$ cat config.mk
export PLATFORM = sky130hd
export DESIGN_NAME = i2c_reg_bridge_flat
export DESIGN_NICKNAME = d
export VERILOG_FILES = /design/src/rtl/i2c_reg_bridge_pkg.sv /design/src/rtl/i2c_reg_bridge_if.sv /design/src/rtl/i2c_reg_bridge_sync_bit.sv /design/src/rtl/i2c_reg_bridge.sv /design/src/flat_wrapper.sv
export SDC_FILE = /design/constraint.sdc
export NUM_CORES = 1
export LEC_CHECK = 0
export ABC_AREA = 1
export CAP_MARGIN = 20
export CORE_MARGIN = 10
export CORE_UTILIZATION = 52
export CTS_BUF_LIST = sky130_fd_sc_hd__clkbuf_16
export DETAILED_ROUTE_END_ITERATION = 10
export GPL_TIMING_DRIVEN = 0
export PLACE_DENSITY = 0.79
export SYNTH_ARGS = -nofsm -noshare
export SYNTH_HDL_FRONTEND = slang
export SYNTH_HIERARCHICAL = 1
export SYNTH_SLANG_ARGS = --single-unit
$ cat constraint.sdc
create_clock -name MClk -period 1.6 [get_ports MClk]
set_input_delay 0.48 -clock MClk [delete_from_list [all_inputs] [get_ports MClk]]
set_output_delay 0.48 -clock MClk [all_outputs]
set_load 0.05 [all_outputs]
$ cat src/rtl/i2c_reg_bridge_pkg.sv
// Shared constants for the I2C register bridge: register map and FSM state encoding.
package i2c_reg_pkg;

    localparam logic [6:0] REG_API    = 7'd0;
    localparam logic [6:0] REG_HDLVER = 7'd1;
    localparam logic [6:0] REG_CMD    = 7'd2;
    localparam logic [6:0] REG_STATUS = 7'd3;
    localparam logic [6:0] REG_DLEN   = 7'd4;
    localparam logic [6:0] REG_CLIP   = 7'd5;
    localparam logic [6:0] REG_LAST   = 7'd5;

    typedef enum logic [2:0] {
        ST_IDLE   = 3'd0,
        ST_SETTLE = 3'd1,
        ST_SAMPLE = 3'd2,
        ST_COMMIT = 3'd3,
        ST_REARM  = 3'd4
    } state_t;

endpackage

$ cat src/rtl/i2c_reg_bridge_if.sv
// Command handshake between the register bridge (master) and the fabric consumer (slave).
interface i2c_reg_bridge_if;

    logic       Cmd_Valid;
    logic       Cmd_Ready;
    logic [7:0] Cmd_Word;
    logic       Cmd_Overrun;

    modport master (
        output Cmd_Valid,
        output Cmd_Word,
        output Cmd_Overrun,
        input  Cmd_Ready
    );

    modport slave (
        input  Cmd_Valid,
        input  Cmd_Word,
        input  Cmd_Overrun,
        output Cmd_Ready
    );

endinterface

$ cat src/rtl/i2c_reg_bridge_sync_bit.sv
// Single-bit multi-flop synchronizer into the MClk domain, cleared by async active-low reset.
module sync_bit #(
    parameter int SYNC_STAGES = 2
) (
    input  logic clk,
    input  logic rst_n,
    input  logic d,
    output logic q
);

    logic [SYNC_STAGES-1:0] chain;

    always_ff @(posedge clk or negedge rst_n) begin
        if (!rst_n) begin
            chain <= '0;
        end else begin
            chain <= {chain[SYNC_STAGES-2:0], d};
        end
    end

    assign q = chain[SYNC_STAGES-1];

endmodule

$ cat src/rtl/i2c_reg_bridge.sv
// Carries I2C write bytes from the SCL domain into MClk, holds the control register file,
// and drives the fabric command handshake plus the registered read-back byte.
module i2c_reg_bridge
    import i2c_reg_pkg::*;
#(
    parameter int         SYNC_STAGES = 2,
    parameter int         SETTLE_CYC  = 8,
    parameter logic [7:0] HDL_VER     = 8'h01,
    parameter logic [7:0] API_RST     = 8'h01
) (
    input  logic             MClk,
    input  logic             Rst_n,
    input  logic             Data_Ready_Flag,
    input  logic [7:0]       IOout,
    input  logic [6:0]       I2C_ADR,
    input  logic [7:0]       HDL_Status,
    i2c_reg_bridge_if.master cmd,
    output logic [7:0]       Data_Length,
    output logic [7:0]       Clip_No,
    output logic [7:0]       API_Ver,
    output logic [7:0]       Rd_Data,
    output logic [7:0]       Err_Cnt
);

    localparam logic [7:0] SETTLE_LOAD     = 8'(SETTLE_CYC - 1);
    localparam int         ADR_SYNC_STAGES = 2;

    logic       flag_s;
    logic       flag_d;
    logic       flag_rise;
    logic [6:0] adr_s;
    state_t     state;
    state_t     state_nxt;
    logic [7:0] settle_cnt;
    logic [7:0] wdat;
    logic [6:0] wadr;
    logic       cnt_load;
    logic       cnt_dec;
    logic       sample_en;
    logic       commit_en;
    logic       runt_err;
    logic       wr_api;
    logic       wr_cmd;
    logic       wr_dlen;
    logic       wr_clip;
    logic       wr_bad;
    logic       cmd_hs;
    logic [7:0] rd_nxt;

    function automatic logic [7:0] sat_inc(input logic [7:0] v);
        return (v == 8'hFF) ? v : v + 8'd1;
    endfunction

    sync_bit #(.SYNC_STAGES(SYNC_STAGES)) u_flag_sync (
        .clk   (MClk),
        .rst_n (Rst_n),
        .d     (Data_Ready_Flag),
        .q     (flag_s)
    );

    // The address copy here feeds only the read mux; the write path samples I2C_ADR once settled.
    for (genvar i = 0; i < 7; i++) begin : g_adr_sync
        sync_bit #(.SYNC_STAGES(ADR_SYNC_STAGES)) u_adr_sync (
            .clk   (MClk),
            .rst_n (Rst_n),
            .d     (I2C_ADR[i]),
            .q     (adr_s[i])
        );
    end

    always_ff @(posedge MClk or negedge Rst_n) begin
        if (!Rst_n) begin
            flag_d <= 1'b0;
        end else begin
            flag_d <= flag_s;
        end
    end

    assign flag_rise = flag_s & ~flag_d;

    always_ff @(posedge MClk or negedge Rst_n) begin
        if (!Rst_n) begin
            state <= ST_IDLE;
        end else begin
            state <= state_nxt;
        end
    end

    always_comb begin
        state_nxt = state;
        case (state)
            ST_IDLE:   if (flag_rise) state_nxt = ST_SETTLE;
            ST_SETTLE: begin
                if (!flag_s)               state_nxt = ST_IDLE;
                else if (settle_cnt == '0) state_nxt = ST_SAMPLE;
            end
            ST_SAMPLE: state_nxt = ST_COMMIT;
            ST_COMMIT: state_nxt = ST_REARM;
            ST_REARM:  if (!flag_s) state_nxt = ST_IDLE;
            default:   state_nxt = ST_IDLE;
        endcase
    end

    always_comb begin
        cnt_load  = (state == ST_IDLE) && flag_rise;
        cnt_dec   = (state == ST_SETTLE) && flag_s && (settle_cnt != '0);
        sample_en = (state == ST_SAMPLE);
        commit_en = (state == ST_COMMIT);
        runt_err  = (state == ST_SETTLE) && !flag_s;
    end

    always_ff @(posedge MClk or negedge Rst_n) begin
        if (!Rst_n) begin
            settle_cnt <= '0;
            wdat       <= '0;
            wadr       <= '0;
        end else begin
            if (cnt_load) begin
                settle_cnt <= SETTLE_LOAD;
            end else if (cnt_dec) begin
                settle_cnt <= settle_cnt - 8'd1;
            end
            if (sample_en) begin
                wdat <= IOout;
                wadr <= I2C_ADR;
            end
        end
    end

    assign wr_api  = commit_en && (wadr == REG_API);
    assign wr_cmd  = commit_en && (wadr == REG_CMD);
    assign wr_dlen = commit_en && (wadr == REG_DLEN);
    assign wr_clip = commit_en && (wadr == REG_CLIP);
    assign wr_bad  = commit_en && ((wadr == REG_HDLVER) || (wadr == REG_STATUS) || (wadr > REG_LAST));
    assign cmd_hs  = cmd.Cmd_Valid && cmd.Cmd_Ready;

    always_ff @(posedge MClk or negedge Rst_n) begin
        if (!Rst_n) begin
            API_Ver     <= API_RST;
            Data_Length <= '0;
            Clip_No     <= '0;
            Err_Cnt     <= '0;
        end else begin
            if (wr_api)              API_Ver     <= wdat;
            if (wr_dlen)             Data_Length <= wdat;
            if (wr_clip)             Clip_No     <= wdat;
            if (runt_err || wr_bad)  Err_Cnt     <= sat_inc(Err_Cnt);
        end
    end

    // A commit landing on the handshake cycle re-arms Cmd_Valid rather than losing the new word.
    always_ff @(posedge MClk or negedge Rst_n) begin
        if (!Rst_n) begin
            cmd.Cmd_Word    <= '0;
            cmd.Cmd_Valid   <= 1'b0;
            cmd.Cmd_Overrun <= 1'b0;
        end else begin
            if (wr_cmd) begin
                cmd.Cmd_Word  <= wdat;
                cmd.Cmd_Valid <= 1'b1;
            end else if (cmd_hs) begin
                cmd.Cmd_Valid <= 1'b0;
            end
            if (wr_cmd && cmd.Cmd_Valid && !cmd.Cmd_Ready) begin
                cmd.Cmd_Overrun <= 1'b1;
            end
        end
    end

    always_comb begin
        rd_nxt = 8'h00;
        case (adr_s)
            REG_API:    rd_nxt = API_Ver;
            REG_HDLVER: rd_nxt = HDL_VER;
            REG_CMD:    rd_nxt = cmd.Cmd_Word;
            REG_STATUS: rd_nxt = HDL_Status;
            REG_DLEN:   rd_nxt = Data_Length;
            REG_CLIP:   rd_nxt = Clip_No;
            default:    rd_nxt = 8'h00;
        endcase
    end

    always_ff @(posedge MClk or negedge Rst_n) begin
        if (!Rst_n) begin
            Rd_Data <= '0;
        end else begin
            Rd_Data <= rd_nxt;
        end
    end

endmodule
$ cat src/flat_wrapper.sv
// flat-port wrapper written by rule: the top's interface ports become plain ports
module i2c_reg_bridge_flat import i2c_reg_pkg::*;
#(
    parameter int         SYNC_STAGES = 2,
    parameter int         SETTLE_CYC  = 8,
    parameter logic [7:0] HDL_VER     = 8'h01,
    parameter logic [7:0] API_RST     = 8'h01
)
  (MClk, Rst_n, Data_Ready_Flag, IOout, I2C_ADR, HDL_Status, Data_Length, Clip_No, API_Ver, Rd_Data, Err_Cnt, cmd_Cmd_Valid, cmd_Cmd_Word, cmd_Cmd_Overrun, cmd_Cmd_Ready);
  i2c_reg_bridge_if cmd_i ();
  input  logic MClk;
  input  logic Rst_n;
  input  logic Data_Ready_Flag;
  input  logic [7:0] IOout;
  input  logic [6:0] I2C_ADR;
  input  logic [7:0] HDL_Status;
  output logic [7:0] Data_Length;
  output logic [7:0] Clip_No;
  output logic [7:0] API_Ver;
  output logic [7:0] Rd_Data;
  output logic [7:0] Err_Cnt;
  output wire logic [$bits(cmd_i.Cmd_Valid)-1:0] cmd_Cmd_Valid;
  output wire logic [$bits(cmd_i.Cmd_Word)-1:0] cmd_Cmd_Word;
  output wire logic [$bits(cmd_i.Cmd_Overrun)-1:0] cmd_Cmd_Overrun;
  input wire logic [$bits(cmd_i.Cmd_Ready)-1:0] cmd_Cmd_Ready;
  assign cmd_Cmd_Valid = cmd_i.Cmd_Valid;
  assign cmd_Cmd_Word = cmd_i.Cmd_Word;
  assign cmd_Cmd_Overrun = cmd_i.Cmd_Overrun;
  assign cmd_i.Cmd_Ready = cmd_Cmd_Ready;
  i2c_reg_bridge #(.SYNC_STAGES(SYNC_STAGES), .SETTLE_CYC(SETTLE_CYC), .HDL_VER(HDL_VER), .API_RST(API_RST)) u_core (.MClk(MClk), .Rst_n(Rst_n), .Data_Ready_Flag(Data_Ready_Flag), .IOout(IOout), .I2C_ADR(I2C_ADR), .HDL_Status(HDL_Status), .cmd(cmd_i), .Data_Length(Data_Length), .Clip_No(Clip_No), .API_Ver(API_Ver), .Rd_Data(Rd_Data), .Err_Cnt(Err_Cnt));
endmodule
==> results.md, run 1 <==
* Post-synth ARST share at 1.00
* Critical-path top delay cell: clkdlybuf4s15_2
* Max-Cap Viols at 0
* Clock Skew at 0.00880 ns
* Min Tclk post-route at 1.58 ns
* GRT Total Usage at 0.171
* Worst path bufs/invs at 1
* Distinct cell type count of the synthesized netlist at 35
* M1 GR Usage at 0.212
* Vias in the first global route at 3331
* Fin crit share at 0.986
* Area Overhead vs Synth at 25.9%
* Synth top area cells: dfrtp_1 (55%), nand2_1 (10%), nand3_1 (6.7%), o21ai_2 (5.0%), inv_1 (3.9%)
* Crit Path Class: reg -> out
* Die X at 110 microns
* Syn. warnings at 6
* Syn_area_per_cell at 9.29 sq um
* Final setup fails at 0
* 1st-iter DRT viols at 206
* Vias/cell at 5.24
* Die height at 110 microns
* Num CTS Buffers at 9
* Cell taking the most area after synthesis: dfrtp_1
* Post-placement cell count at 630
* Sequential share of the synthesized area at 0.556
* Synthesized cell area at 4190 sq um
* Clk Latency, worst-skew pair at 0.34 ns
* Largest net degree at the start of global routing at 63
* RSZ-0062 raised after global routing: no
* Post-synth EDFFs at 0
* Top cell type's share of synthesized area at 0.550
* Sequence of cells on the critical path: clkdlybuf4s15_2
* Worst path top cell family by delay: buffers and inverters
* Synth Flop Type: dfrtp_1
* Met3 GRT Util at 0.0281
* Slew Viols, Final at 0
* DRC viols at 0
* Status: finished clean
* Worst VDD drop at 884 uV
* HP Class: in -> async
* CTS tree: yes
* Max incr delay on CP at 0.38 ns
* Syn_nets at 481
* Overflow left after global routing at 0
* Core Region at 7770 sq um
* Hold-fix buffers, CTS at 0
* Layout cells sized above 1 at 0.249
* Site Rows at 32
* Peak fanout along the critical path at 3
* Grt met2 use at 0.291
* Post-DP HPWL at 7.49 mm
* Critical Path RT at 1.12 ns
* GP Congestion at 0.830
* H-Tree Depth at 3
* Post-DRT Antenna Nets at 0
* Root Buffer: clkbuf_16
* DRT Pass-1 Iters at 5
* Area after DPL at 5100 sq um
* Pwr Density at 1320 nW/um^2
* First-pass GRT wire length at 16.3 mm
* Tightest Pin Transition at 0.529 ns
* Crit start category: flip-flop
* Fmax at 634 MHz
* Nets at 572
* Relative slew slack at 0.645
* GR peak layer: met2
* Initial Utilization at 0.539
* Number of vias in the routed layout at 3399
* Final instance area at 5280 sq um
* IO Pins at 77
* Antenna Cells at 0
* Leak Pwr at 2.60 nW
* Overall Power at 6.98 mW
* Final hold violation count at 0
* Cell count after synthesis at 451
* CP endpoint kind: output pin
* Final core utilization at 0.679
* Die area at 12000 sq um
* Final std cells w/o fill at 649
* Worst Path Arrival at 1.10 ns
* CTS Sinks at 93
* Clock-pin slew on the worst setup and hold paths at 0.07 ns
* Deepest clock path buffer count at 2
* Final WL at 9.96 mm
* Initial antenna violation count at 0
* PortBufs at 76
* #FFs+latches synth at 93
* WL per Instance at 15.3 microns
==> Yosys cell counts (2+ instances only) <==
cell type / instances
a21oi_1: 16
buf_2: 4
buf_6: 4
clkbuf_1: 3
dfrtp_1: 92
ha_1: 3
inv_1: 43
inv_2: 3
nand2_1: 116
nand2_2: 2
nand3_1: 56
nand3_4: 2
nand4_1: 11
nor2_1: 33
nor2_2: 2
nor2_4: 3
nor3_2: 3
o21ai_0: 4
o21ai_1: 8
o21ai_2: 24
xor2_1: 5
==> layout make-up <==
class	instances	area, sq um
fill	612	2490
sequential	93	2330
multi-input combinational	300	1630
timing repair buffer	80	663
clock buffer	9	225
inverter	46	173
tap	102	128
buffer	12	83.8
clock inverter	7	43.8
==> where the power goes <==
group          switching, mW  internal, mW  leakage [nW]
registers              0.273          2.74          1.19
clock network          0.870          1.04         0.126
logic                   1.46         0.595          1.28
==> worst paths after layout <==
kind / start / endpoint / slack (ns) / cells past startpoint
worst max-delay path: u_core/cmd.Cmd_Word[5] / cmd_Cmd_Word[5] / 0.02 / 1
worst min-delay path: Rst_n / u_core/settle_cnt[0] / 0.08 / 1
worst max register to register: u_core/g_adr_sync[3].u_adr_sync/chain[1] / u_core/Rd_Data[0] / 0.11 / 5
worst min register to register: u_core/g_adr_sync[6].u_adr_sync/chain[0] / u_core/g_adr_sync[6].u_adr_sync/chain[1] / 0.35 / 0
max in group asynchronous: Rst_n / u_core/API_Ver[0] / 0.86 / 2
min in group MClk: u_core/g_adr_sync[6].u_adr_sync/chain[0] / u_core/g_adr_sync[6].u_adr_sync/chain[1] / 0.35 / 0
==> per-layer routing <==
layer	wire length, microns	part of all wire	up-vias
met2	5080	0.51	102
met4	165	0.017	0
met5	0	0	-
li1	-	-	1661
met3	589	0.059	14
met1	4130	0.41	1622
==> repair_timing <==
item | in CTS | in global routing
cloned | 0 | 0
gates resized for setup | 189 | 43
endpoints found under the hold margin | 0 | 0
buffers inserted | 0 | 3
setup endpoints to repair | 52 | 42
pin swaps | 0 | 2
==> stage by stage <==
step	setup WS, ns	hold slack, ns	setup TNS, ns
finish	0.0224	0.0780	0
global placement	-3.66	0.333	-310.19
CTS	0.000247	0.0894	0
floorplan	0.0535	0.184	0
detailed placement	-0.216	0.335	-3.09
global route	0.000649	0.105	0
==> registers in the layout (all words and copies together) (netlist names), 3 cells and up <==
register and flops:
u_core/g_adr_sync.u_adr_sync/chain 14, u_core/API_Ver 8, u_core/Clip_No 8, u_core/Data_Length 8, u_core/Err_Cnt 8, u_core/Rd_Data 8
u_core/cmd.Cmd_Word 8, u_core/settle_cnt 8, u_core/wdat 8, u_core/wadr 7, u_core/state 3
==> cells in the final DEF (no fill, tap or decap), types with 5 or more instances in the layout <==
cell type          n
clkdlybuf4s15_2   14
clkdlybuf4s50_1   25
o21ai_1            8
nand4_1           11
clkbuf_16          9
nand3_1           55
nand2_1          116
nor2_1            28
inv_1             42
nor2_2             7
o21ai_2           24
buf_4              6
a21oi_1           16
xor2_1             5
inv_2              5
dfrtp_1           90
buf_2             35
==> kinds of logic after synthesis <==
logic type	after synthesis	synth area share
AOI/OAI and AO/OA	57	0.0962
xor gates and xnor gates	6	0.0125
adders and majority gates	3	0.00896
buffers and inverters	58	0.0612
DFF	93	0.556
and+or+nand+nor	234	0.265
Note: power is estimated with default switching activity, not from simulation.
==> run 2: changes to the inputs <==
--- a/config.mk
+++ b/config.mk
@@ -7,7 +7,6 @@
 export LEC_CHECK = 0
 export ABC_AREA = 1
 export CAP_MARGIN = 20
-export CORE_MARGIN = 10
 export CORE_UTILIZATION = 52
 export CTS_BUF_LIST = sky130_fd_sc_hd__clkbuf_16
 export DETAILED_ROUTE_END_ITERATION = 10
==> run 2 against run 1 <==
Effect of this change:
- sequential power about the same
- critical path depth stayed put
- sequential cell count stayed put
- power barely moved
- global-route usage increased by 7.4 points
- largest cell class unchanged
- fmax down 0.34%
- worst hold slack gained 0.052 ns
- clock power is essentially flat
- register-to-register slack got worse by 0.03 ns
- wire length down 1.8%
- cell count decreased by 0.46%
- sequential share of layout area shrank 0.073 points
- highest routed layer unchanged
==> results.md, run 2 (synthesized netlist as in run 1, its figures left out) <==
* Status: finished clean
* Max-Cap Viols at 0
* Overflow left after global routing at 0
* Worst Path Arrival at 1.10 ns
* Nets at 570
* Layout cells sized above 1 at 0.243
* Fmax at 632 MHz
* Crit Path Class: reg -> out
* Final std cells w/o fill at 646
* CTS tree: yes
* Hold-fix buffers, CTS at 0
* Post-DRT Antenna Nets at 0
* Slew Viols, Final at 0
* CP endpoint kind: output pin
* Final core utilization at 0.680
* Final setup fails at 0
* Antenna Cells at 0
* Biggest register: u_core/g_adr_sync.u_adr_sync/chain
* Commonest non-fill, non-tap cells in the layout: nand2_1 (116), dfrtp_1 (90), nand3_1 (56)
* GRT Total Usage at 0.245
* R2R depth at 7
* Initial antenna violation count at 0
* Sequence of cells on the critical path: clkdlybuf4s18_2
* Max reg flops at 14
* Worst path bufs/invs at 1
* Worst path top cell family by delay: flip-flops
* Crit start category: flip-flop
* Peak fanout along the critical path at 3
* DRC viols at 0
* First-pass GRT wire length at 16.0 mm
* Fin crit share at 0.989
* Deepest clock path buffer count at 2
* Final WL at 9.78 mm
* PortBufs at 76
* Site Rows at 32
* Critical-path top delay cell: dfrtp_1
* DRT Pass-1 Iters at 5
* Worst flop-to-flop path endpoint: u_core/Err_Cnt[5]
* 1st-iter DRT viols at 238
* Clock Skew at 0.0106 ns
* CTS Sinks at 93
* Area Overhead vs Synth at 26.1%
* Relative slew slack at 0.616
* WL per Instance at 15.1 microns
* Min Tclk post-route at 1.58 ns
* GP Congestion at 0.824
* H-Tree Depth at 3
* Die area at 8420 sq um
* Clk Latency, worst-skew pair at 0.33 ns
* IO Pins at 77
* Die X at 91.8 microns
* R2r setup slk at 0.08 ns
* Number of vias in the routed layout at 3499
* Core Region at 7770 sq um
* Vias/cell at 5.42
* Vias in the first global route at 3428
* Post-placement cell count at 630
* Initial Utilization at 0.539
* Root Buffer: clkbuf_16
* Clock-pin slew on the worst setup and hold paths at 0.07 ns
* Worst R2R Start: u_core/Err_Cnt[0]
* Commonest non-fill, non-tap cell in the layout: nand2_1
* Leak Pwr at 2.58 nW
* Pwr Density at 1320 nW/um^2
* Critical Path RT at 1.12 ns
* # Post-CTS Setup Buffers at 0
* HP Class: in -> async
* Max incr delay on CP at 0.39 ns
* Die height at 91.8 microns
* Worst VDD drop at 853 uV
* Tightest Pin Transition at 0.575 ns
* RSZ-0062 raised after global routing: no
* Num CTS Buffers at 9
* Final hold violation count at 0
* Largest net degree at the start of global routing at 51
* Setup WS post-layout at 0.0171 ns
* Post-DP HPWL at 6.88 mm
* Dpl ws at -0.203 ns
## run 2: cell types whose count changed in the layout (fill, tap and decap cells not counted), sizes merged
cell | previous run | this run
a21oi | 18 | 19
buf | 46 | 38
clkbuf | 14 | 13
clkdlybuf4s15 | 14 | 16
clkdlybuf4s18 | 2 | 6
clkinv | 3 | 4
clkinvlp | 3 | 2
inv | 47 | 46
## run 2: stage by stage
step           total power [mW]  setup TNS [ns]  hold slack [ns]  cell area (sq um)
6_report                   6.98               0            0.130               5280
5_1_grt                    7.37               0            0.168               5280
4_1_cts                    7.01               0            0.157               5380
3_5_place_dp               5.14           -2.69            0.335               5100
3_3_place_gp               5.04         -306.92            0.332               5080
2_1_floorplan              4.49               0            0.184               4190
## run 2: worst register-to-register path, stage by stage, from the launching register on
cell	delay, ns
dfrtp_2	0.44
ha_1	0.23
nand3_1	0.15
nor2_2	0.10
a21oi_4	0.25
nand2_4	0.12
nand2_1	0.08
nand2_1	0.06
## run 2: power by group
part           switching, mW  total [mW]  leakage, nW  internal, mW
sequential             0.269        3.01         1.19          2.74
combinational           1.50        2.07         1.27         0.577
clock                  0.855        1.89        0.125          1.04
## run 2: final cells by class
type	count	area, sq um
clock buffer	9	225
timing repair buffer	77	671
buffer	12	83.8
tap	102	128
clock inverter	6	41.3
fill	592	2480
multi-input combinational	301	1630
sequential	93	2330
inverter	46	173
## run 2: layer usage
metal,routed length (microns),vias to the layer above,track usage
met3,587,19,0.0522
met5,0,-,0
met2,4970,128,0.410
li1,-,1661,-
met4,200,0,0.100
met1,4020,1691,0.310
## run 2: how the worst max path moves through the flow
stage / slack (ns) / to / cells past startpoint / from
3_5_place_dp: -0.20 / API_Ver[0] / 1 / u_core/API_Ver[0]
2_1_floorplan: 0.05 / u_core/Err_Cnt[5] / 7 / u_core/Err_Cnt[0]
6_report: 0.02 / Clip_No[4] / 1 / u_core/Clip_No[4]
4_1_cts: 0.00005 / Data_Length[2] / 1 / u_core/Data_Length[2]
3_3_place_gp: -3.62 / u_core/Err_Cnt[0] / 1 / Rst_n
5_1_grt: 0.0002 / Data_Length[5] / 1 / u_core/Data_Length[5]
## run 2: repair_timing
action,CTS,global route
pin swaps,0,1
resized for setup,173,49
setup endpoints to repair,52,52
gates cloned,0,1
==> run 3: changes to the inputs <==
--- a/config.mk
+++ b/config.mk
@@ -10,8 +10,9 @@
 export CORE_UTILIZATION = 52
 export CTS_BUF_LIST = sky130_fd_sc_hd__clkbuf_16
 export DETAILED_ROUTE_END_ITERATION = 10
-export GPL_TIMING_DRIVEN = 0
+export GPL_TIMING_DRIVEN = 1
 export PLACE_DENSITY = 0.79
+export REMOVE_ABC_BUFFERS = 1
 export SYNTH_ARGS = -nofsm -noshare
 export SYNTH_HDL_FRONTEND = slang
 export SYNTH_HIERARCHICAL = 1
==> run 3 against run 2 <==
Effect of this change:
- global-route usage grew 2.5 points
- first-iteration DRC count up 16%
- wire length increased by 12%
- count of clock-buffer cells in the layout did not move
- critical path type is now reg -> reg
==> results.md, run 3 (synthesized netlist as in run 1, its figures left out) <==
* Most used cell, CP: nand3_1
* Met3 Routed Length at 561 microns
* Number of vias in the routed layout at 3638
* Max reg flops at 14
* Max-Cap Viols at 0
* Post-DRT Antenna Nets at 0
* DRT Pass-1 Iters at 5
* Area Overhead vs Synth at 43.6%
* HP Class: in -> async
* Clock Skew at 0.00992 ns
* Layout cells sized above 1 at 0.261
* Area after DPL at 5660 sq um
* Final hold violation count at 0
* Crit start category: flip-flop
* Routed wl met2 at 5.69 mm
* Final WL at 10.9 mm
* Slew Viols, Final at 0
* Biggest register: u_core/g_adr_sync.u_adr_sync/chain
* Die area at 8420 sq um
* Core Region at 7770 sq um
* Final instance area at 6020 sq um
* Internal power at 4.72 mW
* Relative slew slack at 0.706
* Commonest non-fill, non-tap cells in the layout: nand2_1 (116), dfrtp_1 (91), nand3_1 (56)
* CTS Sinks at 93
* RSZ-0062 raised after global routing: yes
* GRT Total Usage at 0.269
* Overall Power at 7.48 mW
* Vias in the first global route at 3618
* Tightest Pin Transition at 0.436 ns
* Min Tclk post-route at 1.55 ns
* Clock-pin slew on the worst setup and hold paths at 0.07 ns
* First-pass GRT wire length at 17.5 mm
* WL met1 at 4.39 mm
* IO Pins at 77
* Fin crit share at 0.971
* Num CTS Buffers at 9
* Overflow left after global routing at 0
* Worst R2R Start: u_core/Err_Cnt[0]
* Commonest non-fill, non-tap cell in the layout: nand2_1
* Nets at 581
* Crit Path Class: reg -> reg
* Pwr Density at 1240 nW/um^2
* Site Rows at 32
* Peak fanout along the critical path at 6
* Worst VDD drop at 1100 uV
* FILL cells at 477
* Die height at 91.8 microns
* Share of total power in combinational logic at 0.341
* Switching Power at 2.76 mW
* Leak Pwr at 2.83 nW
* Antenna Cells at 0
* Power share of the sequential group at 0.410
* Max incr delay on CP at 0.39 ns
* Status: finished clean
* Post-DP HPWL at 7.34 mm
* Initial Utilization at 0.539
* Fmax at 644 MHz
* Clk Latency, worst-skew pair at 0.33 ns
* Hold WS at 0.0599 ns
* Final setup fails at 0
* Top sig layer: met4
* CTS tree: yes
* Sequence of cells on the critical path: ha_1, nand3_1, nor2_2, a21oi_4, buf_4, nand3_1, nand2_1
* Worst Setup SP: u_core/Err_Cnt[0]
* Critical Path RT at 1.87 ns
* PortBufs at 76
* Worst path bufs/invs at 1
* 1st-iter DRT viols at 277
* Initial antenna violation count at 0
* Die X at 91.8 microns
* Setup WS post-layout at 0.0461 ns
* GP Congestion at 0.816
* Net Sw Frac at 0.369
* DRC viols at 0
* Vias/cell at 5.53
* CP endpoint kind: flip-flop
* Root Buffer: clkbuf_16
* H-Tree Depth at 3
* Clock power frac at 0.249
* Worst path top cell family by delay: simple AND/OR/NAND/NOR gates
* Critical-path top delay cell: dfrtp_1
* Dpl ws at 0.107 ns
* Worst Path Arrival at 1.82 ns
* Largest net degree at the start of global routing at 43
* Deepest clock path buffer count at 2
* WL per Instance at 16.6 microns
run 3: through the flow:
| step | utilization | TNS [ns] | std cells |
|---|---|---|---|
| floorplan | - | -1.44 | 439 |
| global placement | 0.729 | 0 | 636 |
| detailed placement | 0.729 | 0 | 636 |
| CTS | 0.762 | 0 | 652 |
| global route | 0.775 | -0.0285 | 658 |
| finish | 0.775 | 0 | 658 |
run 3: worst reg2reg max path, delay by kind of cell (launching register included):
kind | cells | cell delay (ns)
flip-flops | 1 | 0.39
buffers and inverters | 1 | 0.18
AND/OR/NAND/NOR | 4 | 0.43
AO/OA/AOI/OAI | 1 | 0.26
adder cells (fa/ha/maj) | 1 | 0.23
run 3: worst paths after layout:
path,to,slack [ns],depth (start not counted)
max,u_core/Err_Cnt[6],0.05,7
min,u_core/Clip_No[1],0.06,1
max reg2reg,u_core/Err_Cnt[6],0.05,7
min reg2reg,u_core/g_adr_sync[3].u_adr_sync/chain[1],0.35,0
max in group asynchronous,u_core/state[1],0.99,2
min in group MClk,u_core/g_adr_sync[3].u_adr_sync/chain[1],0.35,0
run 3: layout make-up:
| class | count | area, sq um | area share |
|---|---|---|---|
| well taps | 102 | 128 | 0.0212 |
| flip-flops and latches | 93 | 2330 | 0.387 |
| repair buffers | 101 | 1490 | 0.247 |
| multi-input cells | 300 | 1640 | 0.273 |
| inverters | 46 | 173 | 0.0287 |
| clock inverters | 7 | 32.5 | 0.00541 |
| clock buffers | 9 | 225 | 0.0374 |
run 3: timing repair:
action                     CTS  global route
buffers inserted             0             6
hold buffers                 0             0
setup endpoints to repair    2            15
pin swaps                    0             3
gates resized for setup      1            12
run 3: layer usage:
metal | vias up | track usage
met5 | - | 0
met4 | 0 | 0.126
met3 | 28 | 0.0406
met2 | 167 | 0.471
met1 | 1776 | 0.329
li1 | 1667 | -
run 3: power groups by stage:
stage               logic (mW)  clock network (mW)  registers [mW]
floorplan                 1.13                   0            3.31
global placement          2.23                   0            3.06
detailed placement        2.34                   0            3.08
CTS                       2.39                1.88            3.05
global route              2.78                1.99            3.11
finish                    2.55                1.86            3.07
